## src/rtl/perf_cntr_readout_if.sv

```systemverilog
`default_nettype none
// ============================================================================
// Module   : perf_cntr_readout_if
// Brief    : CPU-side read bus for the performance-counter snapshot readout.
// Revision : 1.0
// ============================================================================
interface perf_cntr_readout_if;
    logic        rd_req;
    logic [15:0] operand_in;
    logic        rd_ack;
    logic        rd_err;
    logic [31:0] perf_cntr_out;

    modport master (
        output rd_req, operand_in,
        input  rd_ack, rd_err, perf_cntr_out
    );

    modport slave (
        input  rd_req, operand_in,
        output rd_ack, rd_err, perf_cntr_out
    );
endinterface
`default_nettype wire

```

## src/rtl/perf_cntr_readout.sv

```systemverilog
`default_nettype none
// ============================================================================
// Module   : perf_cntr_readout
// Brief    : Delayed coherent snapshot of performance totals, served as
//            32-bit words with a high-half latch for torn-free 64-bit reads.
// Revision : 1.0
// ============================================================================
module perf_cntr_readout #(
    parameter int SNAP_DELAY = 2,
    parameter int SNAP_CNT_W = 8
) (
    input  logic                clk,
    input  logic                rst,
    input  logic                perf_start,
    input  logic                perf_end,
    input  logic [63:0]         total_cycle,
    input  logic [63:0]         total_ex_insn,
    input  logic [63:0]         dcache_miss_total_count,
    input  logic [63:0]         dcache_hit_total_count,
    input  logic [63:0]         dcache_wb_total_count,
    input  logic [63:0]         dcache_flush_total_count,
    input  logic [63:0]         seedcache_access_total_count,
    input  logic [63:0]         seedcache_miss_total_count,
    input  logic [63:0]         seedcache_hit_total_count,
    input  logic [63:0]         seedcache_wb_total_count,
    input  logic [31:0]         load_enc_stall_cycle,
    input  logic [31:0]         store_enc_stall_cycle,
    perf_cntr_readout_if.slave  rd_bus,
    output logic                snap_valid
);

    typedef enum logic [1:0] {
        IDLE  = 2'd0,
        WAIT  = 2'd1,
        READY = 2'd2
    } state_t;

    localparam logic [2:0] c_DLY_LOAD   = 3'(SNAP_DELAY - 1);
    localparam logic [3:0] c_IDX_LAST64 = 4'd9;
    localparam logic [3:0] c_IDX_LOAD   = 4'd10;
    localparam logic [3:0] c_IDX_STORE  = 4'd11;
    localparam logic [3:0] c_IDX_STATUS = 4'd12;

    state_t                  r_state, w_state_nxt;
    logic [2:0]              r_dly;
    logic                    w_capture;
    logic [63:0]             r_shadow [0:9];
    logic [63:0]             w_tot    [0:9];
    logic [31:0]             r_load_stall, r_store_stall;
    logic [SNAP_CNT_W-1:0]   r_snap_cnt;
    logic                    r_snap_valid;
    logic                    r_err_sticky;
    logic [31:0]             r_hi_latch;
    logic [3:0]              r_latch_idx;
    logic                    r_latch_vld;
    logic                    r_pend;
    logic [4:0]              r_sel;
    logic                    r_ack, r_err;
    logic [31:0]             r_data;
    logic [4:0]              w_sel;
    logic [3:0]              w_idx;
    logic                    w_hi;
    logic [31:0]             w_rd_data;
    logic                    w_ack, w_err, w_serve, w_pend_nxt;
    logic                    w_unused_sel;

    assign w_unused_sel = ^rd_bus.operand_in[15:5];

    assign w_tot[0] = total_cycle;
    assign w_tot[1] = total_ex_insn;
    assign w_tot[2] = dcache_miss_total_count;
    assign w_tot[3] = dcache_hit_total_count;
    assign w_tot[4] = dcache_wb_total_count;
    assign w_tot[5] = dcache_flush_total_count;
    assign w_tot[6] = seedcache_access_total_count;
    assign w_tot[7] = seedcache_miss_total_count;
    assign w_tot[8] = seedcache_hit_total_count;
    assign w_tot[9] = seedcache_wb_total_count;

    // perf_start overrides everything; a fresh perf_end restarts the countdown
    assign w_capture = !perf_start && !perf_end && (r_state == WAIT) && (r_dly == 3'd0);

    always_ff @(posedge clk or posedge rst) begin
        if (rst) r_state <= IDLE;
        else     r_state <= w_state_nxt;
    end

    always_comb begin
        w_state_nxt = r_state;
        if (perf_start)      w_state_nxt = IDLE;
        else if (perf_end)   w_state_nxt = WAIT;
        else if (w_capture)  w_state_nxt = READY;
    end

    // A pending read keeps its registered selector; otherwise decode the live request
    assign w_sel = r_pend ? r_sel : rd_bus.operand_in[4:0];
    assign w_idx = w_sel[4:1];
    assign w_hi  = w_sel[0];

    always_comb begin
        w_rd_data = '0;
        if (w_idx <= c_IDX_LAST64) begin
            if (!w_hi)
                w_rd_data = r_shadow[w_idx][31:0];
            else if (r_latch_vld && (r_latch_idx == w_idx))
                w_rd_data = r_hi_latch;
            else
                w_rd_data = r_shadow[w_idx][63:32];
        end else if (!w_hi) begin
            if (w_idx == c_IDX_LOAD)        w_rd_data = r_load_stall;
            else if (w_idx == c_IDX_STORE)  w_rd_data = r_store_stall;
            else if (w_idx == c_IDX_STATUS)
                w_rd_data = {16'b0, 8'(r_snap_cnt), 5'b0,
                             r_err_sticky, (r_state == WAIT), r_snap_valid};
        end
    end

    always_comb begin
        w_ack      = 1'b0;
        w_err      = 1'b0;
        w_serve    = 1'b0;
        w_pend_nxt = r_pend;
        if (r_pend) begin
            if (perf_start || (r_state == IDLE)) begin
                w_ack = 1'b1; w_err = 1'b1; w_pend_nxt = 1'b0;
            end else if (r_state == READY) begin
                w_ack = 1'b1; w_serve = 1'b1; w_pend_nxt = 1'b0;
            end
        end else if (rd_bus.rd_req) begin
            if (w_idx > c_IDX_STATUS) begin
                w_ack = 1'b1; w_err = 1'b1;
            end else if ((w_idx == c_IDX_STATUS) || (r_state == READY)) begin
                w_ack = 1'b1; w_serve = 1'b1;
            end else if ((r_state == WAIT) && !perf_start) begin
                w_pend_nxt = 1'b1;
            end else begin
                w_ack = 1'b1; w_err = 1'b1;
            end
        end
    end

    always_ff @(posedge clk or posedge rst) begin
        if (rst) begin
            r_dly         <= '0;
            r_snap_cnt    <= '0;
            r_snap_valid  <= 1'b0;
            r_load_stall  <= '0;
            r_store_stall <= '0;
            for (int i = 0; i < 10; i++) r_shadow[i] <= '0;
        end else begin
            if (perf_end && !perf_start)
                r_dly <= c_DLY_LOAD;
            else if ((r_state == WAIT) && (r_dly != 3'd0))
                r_dly <= r_dly - 3'd1;

            if (perf_start)     r_snap_valid <= 1'b0;
            else if (w_capture) r_snap_valid <= 1'b1;

            if (w_capture) begin
                r_snap_cnt    <= r_snap_cnt + 1'b1;
                r_load_stall  <= load_enc_stall_cycle;
                r_store_stall <= store_enc_stall_cycle;
                for (int i = 0; i < 10; i++) r_shadow[i] <= w_tot[i];
            end
        end
    end

    always_ff @(posedge clk or posedge rst) begin
        if (rst) begin
            r_pend       <= 1'b0;
            r_sel        <= '0;
            r_ack        <= 1'b0;
            r_err        <= 1'b0;
            r_data       <= '0;
            r_err_sticky <= 1'b0;
            r_hi_latch   <= '0;
            r_latch_idx  <= '0;
            r_latch_vld  <= 1'b0;
        end else begin
            r_pend <= w_pend_nxt;
            r_ack  <= w_ack;
            r_err  <= w_err;
            if (!r_pend && rd_bus.rd_req) r_sel  <= rd_bus.operand_in[4:0];
            if (w_ack)                    r_data <= w_serve ? w_rd_data : 32'd0;

            if (perf_start)
                r_err_sticky <= 1'b0;
            else if (w_ack && w_err)
                r_err_sticky <= 1'b1;
            else if (w_serve && (w_idx == c_IDX_STATUS))
                r_err_sticky <= 1'b0;

            // Low-half read freezes the matching high word for the follow-up read
            if (perf_start || w_capture) begin
                r_latch_vld <= 1'b0;
            end else if (w_serve && !w_hi && (w_idx <= c_IDX_LAST64)) begin
                r_hi_latch  <= r_shadow[w_idx][63:32];
                r_latch_idx <= w_idx;
                r_latch_vld <= 1'b1;
            end
        end
    end

    assign rd_bus.rd_ack        = r_ack;
    assign rd_bus.rd_err        = r_err;
    assign rd_bus.perf_cntr_out = r_data;
    assign snap_valid           = r_snap_valid;

endmodule
`default_nettype wire

```

## src/flat_wrapper.sv

```systemverilog
// flat-port wrapper written by rule: the top's interface ports become plain ports
module perf_cntr_readout_flat 
#(
    parameter int SNAP_DELAY = 2,
    parameter int SNAP_CNT_W = 8
)
  (clk, rst, perf_start, perf_end, total_cycle, total_ex_insn, dcache_miss_total_count, dcache_hit_total_count, dcache_wb_total_count, dcache_flush_total_count, seedcache_access_total_count, seedcache_miss_total_count, seedcache_hit_total_count, seedcache_wb_total_count, load_enc_stall_cycle, store_enc_stall_cycle, snap_valid, rd_bus_rd_req, rd_bus_operand_in, rd_bus_rd_ack, rd_bus_rd_err, rd_bus_perf_cntr_out);
  perf_cntr_readout_if rd_bus_i ();
  input  logic clk;
  input  logic rst;
  input  logic perf_start;
  input  logic perf_end;
  input  logic [63:0] total_cycle;
  input  logic [63:0] total_ex_insn;
  input  logic [63:0] dcache_miss_total_count;
  input  logic [63:0] dcache_hit_total_count;
  input  logic [63:0] dcache_wb_total_count;
  input  logic [63:0] dcache_flush_total_count;
  input  logic [63:0] seedcache_access_total_count;
  input  logic [63:0] seedcache_miss_total_count;
  input  logic [63:0] seedcache_hit_total_count;
  input  logic [63:0] seedcache_wb_total_count;
  input  logic [31:0] load_enc_stall_cycle;
  input  logic [31:0] store_enc_stall_cycle;
  output logic snap_valid;
  input wire logic [$bits(rd_bus_i.rd_req)-1:0] rd_bus_rd_req;
  input wire logic [$bits(rd_bus_i.operand_in)-1:0] rd_bus_operand_in;
  output wire logic [$bits(rd_bus_i.rd_ack)-1:0] rd_bus_rd_ack;
  output wire logic [$bits(rd_bus_i.rd_err)-1:0] rd_bus_rd_err;
  output wire logic [$bits(rd_bus_i.perf_cntr_out)-1:0] rd_bus_perf_cntr_out;
  assign rd_bus_i.rd_req = rd_bus_rd_req;
  assign rd_bus_i.operand_in = rd_bus_operand_in;
  assign rd_bus_rd_ack = rd_bus_i.rd_ack;
  assign rd_bus_rd_err = rd_bus_i.rd_err;
  assign rd_bus_perf_cntr_out = rd_bus_i.perf_cntr_out;
  perf_cntr_readout #(.SNAP_DELAY(SNAP_DELAY), .SNAP_CNT_W(SNAP_CNT_W)) u_core (.clk(clk), .rst(rst), .perf_start(perf_start), .perf_end(perf_end), .total_cycle(total_cycle), .total_ex_insn(total_ex_insn), .dcache_miss_total_count(dcache_miss_total_count), .dcache_hit_total_count(dcache_hit_total_count), .dcache_wb_total_count(dcache_wb_total_count), .dcache_flush_total_count(dcache_flush_total_count), .seedcache_access_total_count(seedcache_access_total_count), .seedcache_miss_total_count(seedcache_miss_total_count), .seedcache_hit_total_count(seedcache_hit_total_count), .seedcache_wb_total_count(seedcache_wb_total_count), .load_enc_stall_cycle(load_enc_stall_cycle), .store_enc_stall_cycle(store_enc_stall_cycle), .rd_bus(rd_bus_i), .snap_valid(snap_valid));
endmodule
```

## config.mk

```make
export PLATFORM = sky130hd
export DESIGN_NAME = perf_cntr_readout_flat
export DESIGN_NICKNAME = d
export VERILOG_FILES = /design/src/rtl/perf_cntr_readout_if.sv /design/src/rtl/perf_cntr_readout.sv /design/src/flat_wrapper.sv
export SDC_FILE = /design/constraint.sdc
export NUM_CORES = 2
export LEC_CHECK = 0
export BUFFER_PORTS_ARGS = -buffer_cell sky130_fd_sc_hd__buf_2
export CELL_PAD_IN_SITES_DETAIL_PLACEMENT = 0
export CELL_PAD_IN_SITES_GLOBAL_PLACEMENT = 1
export CORE_UTILIZATION = 44
export DETAILED_ROUTE_END_ITERATION = 7
export MAX_ROUTING_LAYER = met4
export PLACE_DENSITY = 0.95
export SETUP_SLACK_MARGIN = 0.1
export SYNTH_ARGS = -nofsm -noshare
export SYNTH_HDL_FRONTEND = slang
export SYNTH_SLANG_ARGS = --single-unit
```

## constraint.sdc

```tcl
create_clock -name clk -period 47.3 [get_ports clk]
set_input_delay 7.095 -clock clk [delete_from_list [all_inputs] [get_ports clk]]
set_output_delay 7.095 -clock clk [all_outputs]
set_load 0.02 [all_outputs]
```

==> summary.md <==
| Metric | Value |
|---|---|
| List of most frequent post-synthesis cells | `nand2_1, dfrtp_1, clkbuf_1` |
| Detailed-route via count | `between 30,000 and 40,000` |
| Fin. max-slew vios | `0` |
| DRC Markers | `0` |
| Multi-input gate area | `0.01630 mm2` |
| Fraction of layout cells with a size suffix above 1 | `19.87%` |
| Yosys top cell by area | `dfrtp_1` |
| Crit-path max cell delay | `940 ps` |
| Data required time at the worst endpoint | `47,870 ps` |
| Top cells by area, synth | `dfrtp_1, nand2_1, a211oi_1` |
| Worst min-delay path endpoint | `u_core.r_shadow[539]` |
| Initial antenna violation count | `45` |
| Worst Max-Slew Pin Slew | `approximately 1200 ps` |
| Peak VDD IR | `28.26 uV` |
| CP Capture Type | `flop` |
| Status | `complete, no violations` |
| Cell area after synthesis | `0.03757 mm2` |
| Std cell rows | `around 110` |
| Sequential standard cell area | `about 0.02 mm2` |
| Most numerous cell on the critical path | `a2111oi_0` |
| FF-to-FF setup slack | `41,830 ps` |
| Via-to-Cell Ratio | `5.666` |
| Crit path from | `rd_bus_operand_in[1]` |
| Post-synth cell types | `74` |
| Most common cell in the netlist | `nand2_1` |
| Asr flop ratio synth | `between 90% and 100%` |
| Critical path arrival | `roughly 11,000 ps` |
| Number of setup buffers added after CTS | `0` |
| Max FO, Critical Path | `65` |
| Critical-path cell list | `buf_2, mux2_8, buf_4, mux2i_1, a2111oi_0, a211oi_1, a2111oi_0, a22o_1` |
| Die Height | `294.2 um` |
| Clock sink count | `796` |
| Layout fillers | `roughly 8,000` |
| Unrepaired setup endpoints after global routing | `no` |
| R2r startpoint | `u_core.r_pend` |
| Fmax achieved | `just over 90 MHz` |
| HP Class | `flop to flop` |
| Largest delay share family, worst path | `compound AO/OA/AOI/OAI gates` |
| H-tree level count | `3` |
| First-pass GRT wire length | `224.7 mm` |
| Drt total wl | `155.6 mm` |
| # IOs | `760` |
| EDFF count, synth | `0` |
| Setup violators final | `0` |
| Max_cap viols | `0` |
| YS warnings | `0` |
| Hold Crit Depth | `2` |
| Clk slew on worst S/H paths | `~60 ps` |
| Initial DRC count | `~3,900` |
| Clk Latency, worst-skew pair | `approximately 650 ps` |
| Pin count of the biggest net entering global routing | `214` |
| Worst Setup Start Kind | `primary input` |
| #FFs+latches synth | `796` |
| Crit path max-delay cell type | `a2111oi_0` |
| Area of the core | `0.08409 mm2` |
| Antenna-violating nets left | `0` |
| Final hold viol count | `0` |
| CTS tree | `built` |
| Vias in the first global route | `34,310` |
| Initial Util | `between 40% and 50%` |
| CTS root buf | `clkbuf_16` |
| Power Dens Cells | `approximately 55 mW/mm2` |
| GRT Total Usage | `a little over a third` |
| Post-CTS resize count | `0` |
| Setup tns final | `0 ps` |
| Top cell type's share of synthesized area | `53.02%` |
| Slew headroom | `roughly 17%` |
| Reg-to-Reg End | `u_core.rd_bus.perf_cntr_out[13]` |
| Final core utilization | `53.90%` |
| Worst reg2reg path depth | `9` |
| Grt ovf | `0` |
| Final Cycle Share | `22.97%` |
| Port Buf Inserts | `748` |
| WL/cell | `about 24 um` |
| Synth Net Count | `5,271` |
| Final Skew | `29.75 ps` |
| Synthesized area per cell | `8.270 um2` |
| Hold-fix buffers, CTS | `0` |
| Area grow syn2layout | `20.63%` |
| Min-delay src | `u_core.r_shadow[539]` |
| Die Wd | `between 200 and 300 um` |
| Leakage power | `between 20 and 25 nW` |
| Fin crit period | `10,870 ps` |
| Sequential cell area fraction in the yosys report | `53.02%` |
| DPL Wire Length | `between 100 and 150 mm` |
| Final layout net count | `about 5,900` |
| WP buf/inv | `2` |
| CTS Buf Count | `88` |
| RePlAce Congestion | `0.9629` |
| CP Class | `primary input to flop` |
| Main synth FF type | `dfrtp_1` |
| Drt first pass iters | `7` |
| Clock Tree Buf Depth | `3` |
| Syn Inst Count | `4,543` |
| Die outline area | `slightly below 0.09 mm2` |
==> routing by layer <==
metal  vias to the layer above  track usage, %  wire length, um
met5                         -               -                0
met4                         0           19.30             8912
met3                       373           6.307            13320
met2                      1891           55.75            72490
met1                     17560           46.36            60920
li1                      16270               -                -
==> placed cells by master, fill, tap and decap left out, types with 9 or more instances in the layout <==
| master | count |
|---|---|
| nand2_1 | 2331 |
| dfrtp_1 | 794 |
| buf_2 | 747 |
| a21oi_1 | 199 |
| a211oi_1 | 136 |
| o21ai_0 | 124 |
| clkbuf_16 | 89 |
| buf_4 | 80 |
| mux2i_1 | 64 |
| nor2_1 | 63 |
| diode_2 | 40 |
| o22ai_1 | 33 |
| o22a_1 | 33 |
| a2111oi_0 | 25 |
| o221ai_1 | 22 |
| a2bb2oi_1 | 22 |
| a22oi_1 | 22 |
| a31oi_1 | 21 |
| nand3_1 | 20 |
| a311oi_1 | 19 |
| clkinv_2 | 18 |
| clkbuf_8 | 17 |
| a221oi_1 | 15 |
| nand2b_1 | 14 |
| mux2_2 | 14 |
| a22o_1 | 14 |
| clkbuf_1 | 13 |
| bufinv_16 | 12 |
| inv_1 | 11 |
| a21o_1 | 11 |
| o211a_1 | 11 |
| nor3_1 | 10 |
| and3_1 | 10 |
| o211ai_1 | 10 |
| a32o_1 | 10 |
| nor2b_1 | 9 |
| and2_1 | 9 |
==> power breakdown <==
group / internal (mW) / switching, mW / leakage, nW
Clock: 0.440 / 0.299 / 1.53
Combinational: 0.218 / 0.357 / 11.9
Sequential: 0.979 / 0.188 / 10.5
==> flip-flops by register name (all words and copies together) (netlist names), 2 cells and up <==
name                         cells
u_core.r_shadow                640
u_core.r_sel                     5
u_core.rd_bus.perf_cntr_out     32
u_core.r_store_stall            32
u_core.r_state                   2
u_core.r_load_stall             32
u_core.r_latch_idx               4
u_core.r_hi_latch               32
u_core.r_dly                     3
u_core.r_snap_cnt                8
==> logic make-up after synthesis <==
family	count (synthesis)	share of synthesized area, %
mux	88	2.574
flops	796	53.02
compound gates	799	14.61
buf+inv	352	3.890
fa+ha+maj	3	0.09992
simple gates	2494	25.55
xor+xnor	11	0.2564
==> worst reg2reg max path: stages (launching register included) <==
cell and delay [ps]:
dfrtp_4 560, buf_4 580, buf_4 660, nand2_1 690, o22a_1 360, buf_4 250, a2111oi_0 800, a211oi_1 330
a2111oi_0 950, a22o_1 230
==> worst max path at each step <==
stage	slack, ps	cells past startpoint	end
floorplan	17850	1	u_core.r_dly[0]
global placement	35890	8	u_core.rd_bus.perf_cntr_out[13]
detailed placement	35850	8	u_core.rd_bus.perf_cntr_out[13]
CTS	36520	8	u_core.rd_bus.perf_cntr_out[13]
global route	36390	8	u_core.r_shadow[489]
finish	36430	8	u_core.rd_bus.perf_cntr_out[13]
==> area by class of cell <==
type	count	share of cell area [%]
diodes	40	0.2209
clock buffers	119	5.538
clock inverters	39	1.276
inverters	15	0.1408
multi-input cells	3395	35.97
flip-flops and latches	796	43.97
well taps	1134	3.131
repair buffers	831	9.751
==> stage by stage <==
step           cells  power [mW]  hold WS, ps  area [um2]  setup WS [ps]
2_1_floorplan   4543       1.496        436.9       37570          17850
3_3_place_gp    6171       1.706        451.6       42130          35890
3_5_place_dp    6171       1.736        456.3       42130          35850
4_1_cts         6329       2.478        469.7       45220          36520
5_1_grt         6364       2.615        485.6       45310          36390
6_report        6369       2.480        469.9       45320          36430
Power figures use the tool's default switching activity.
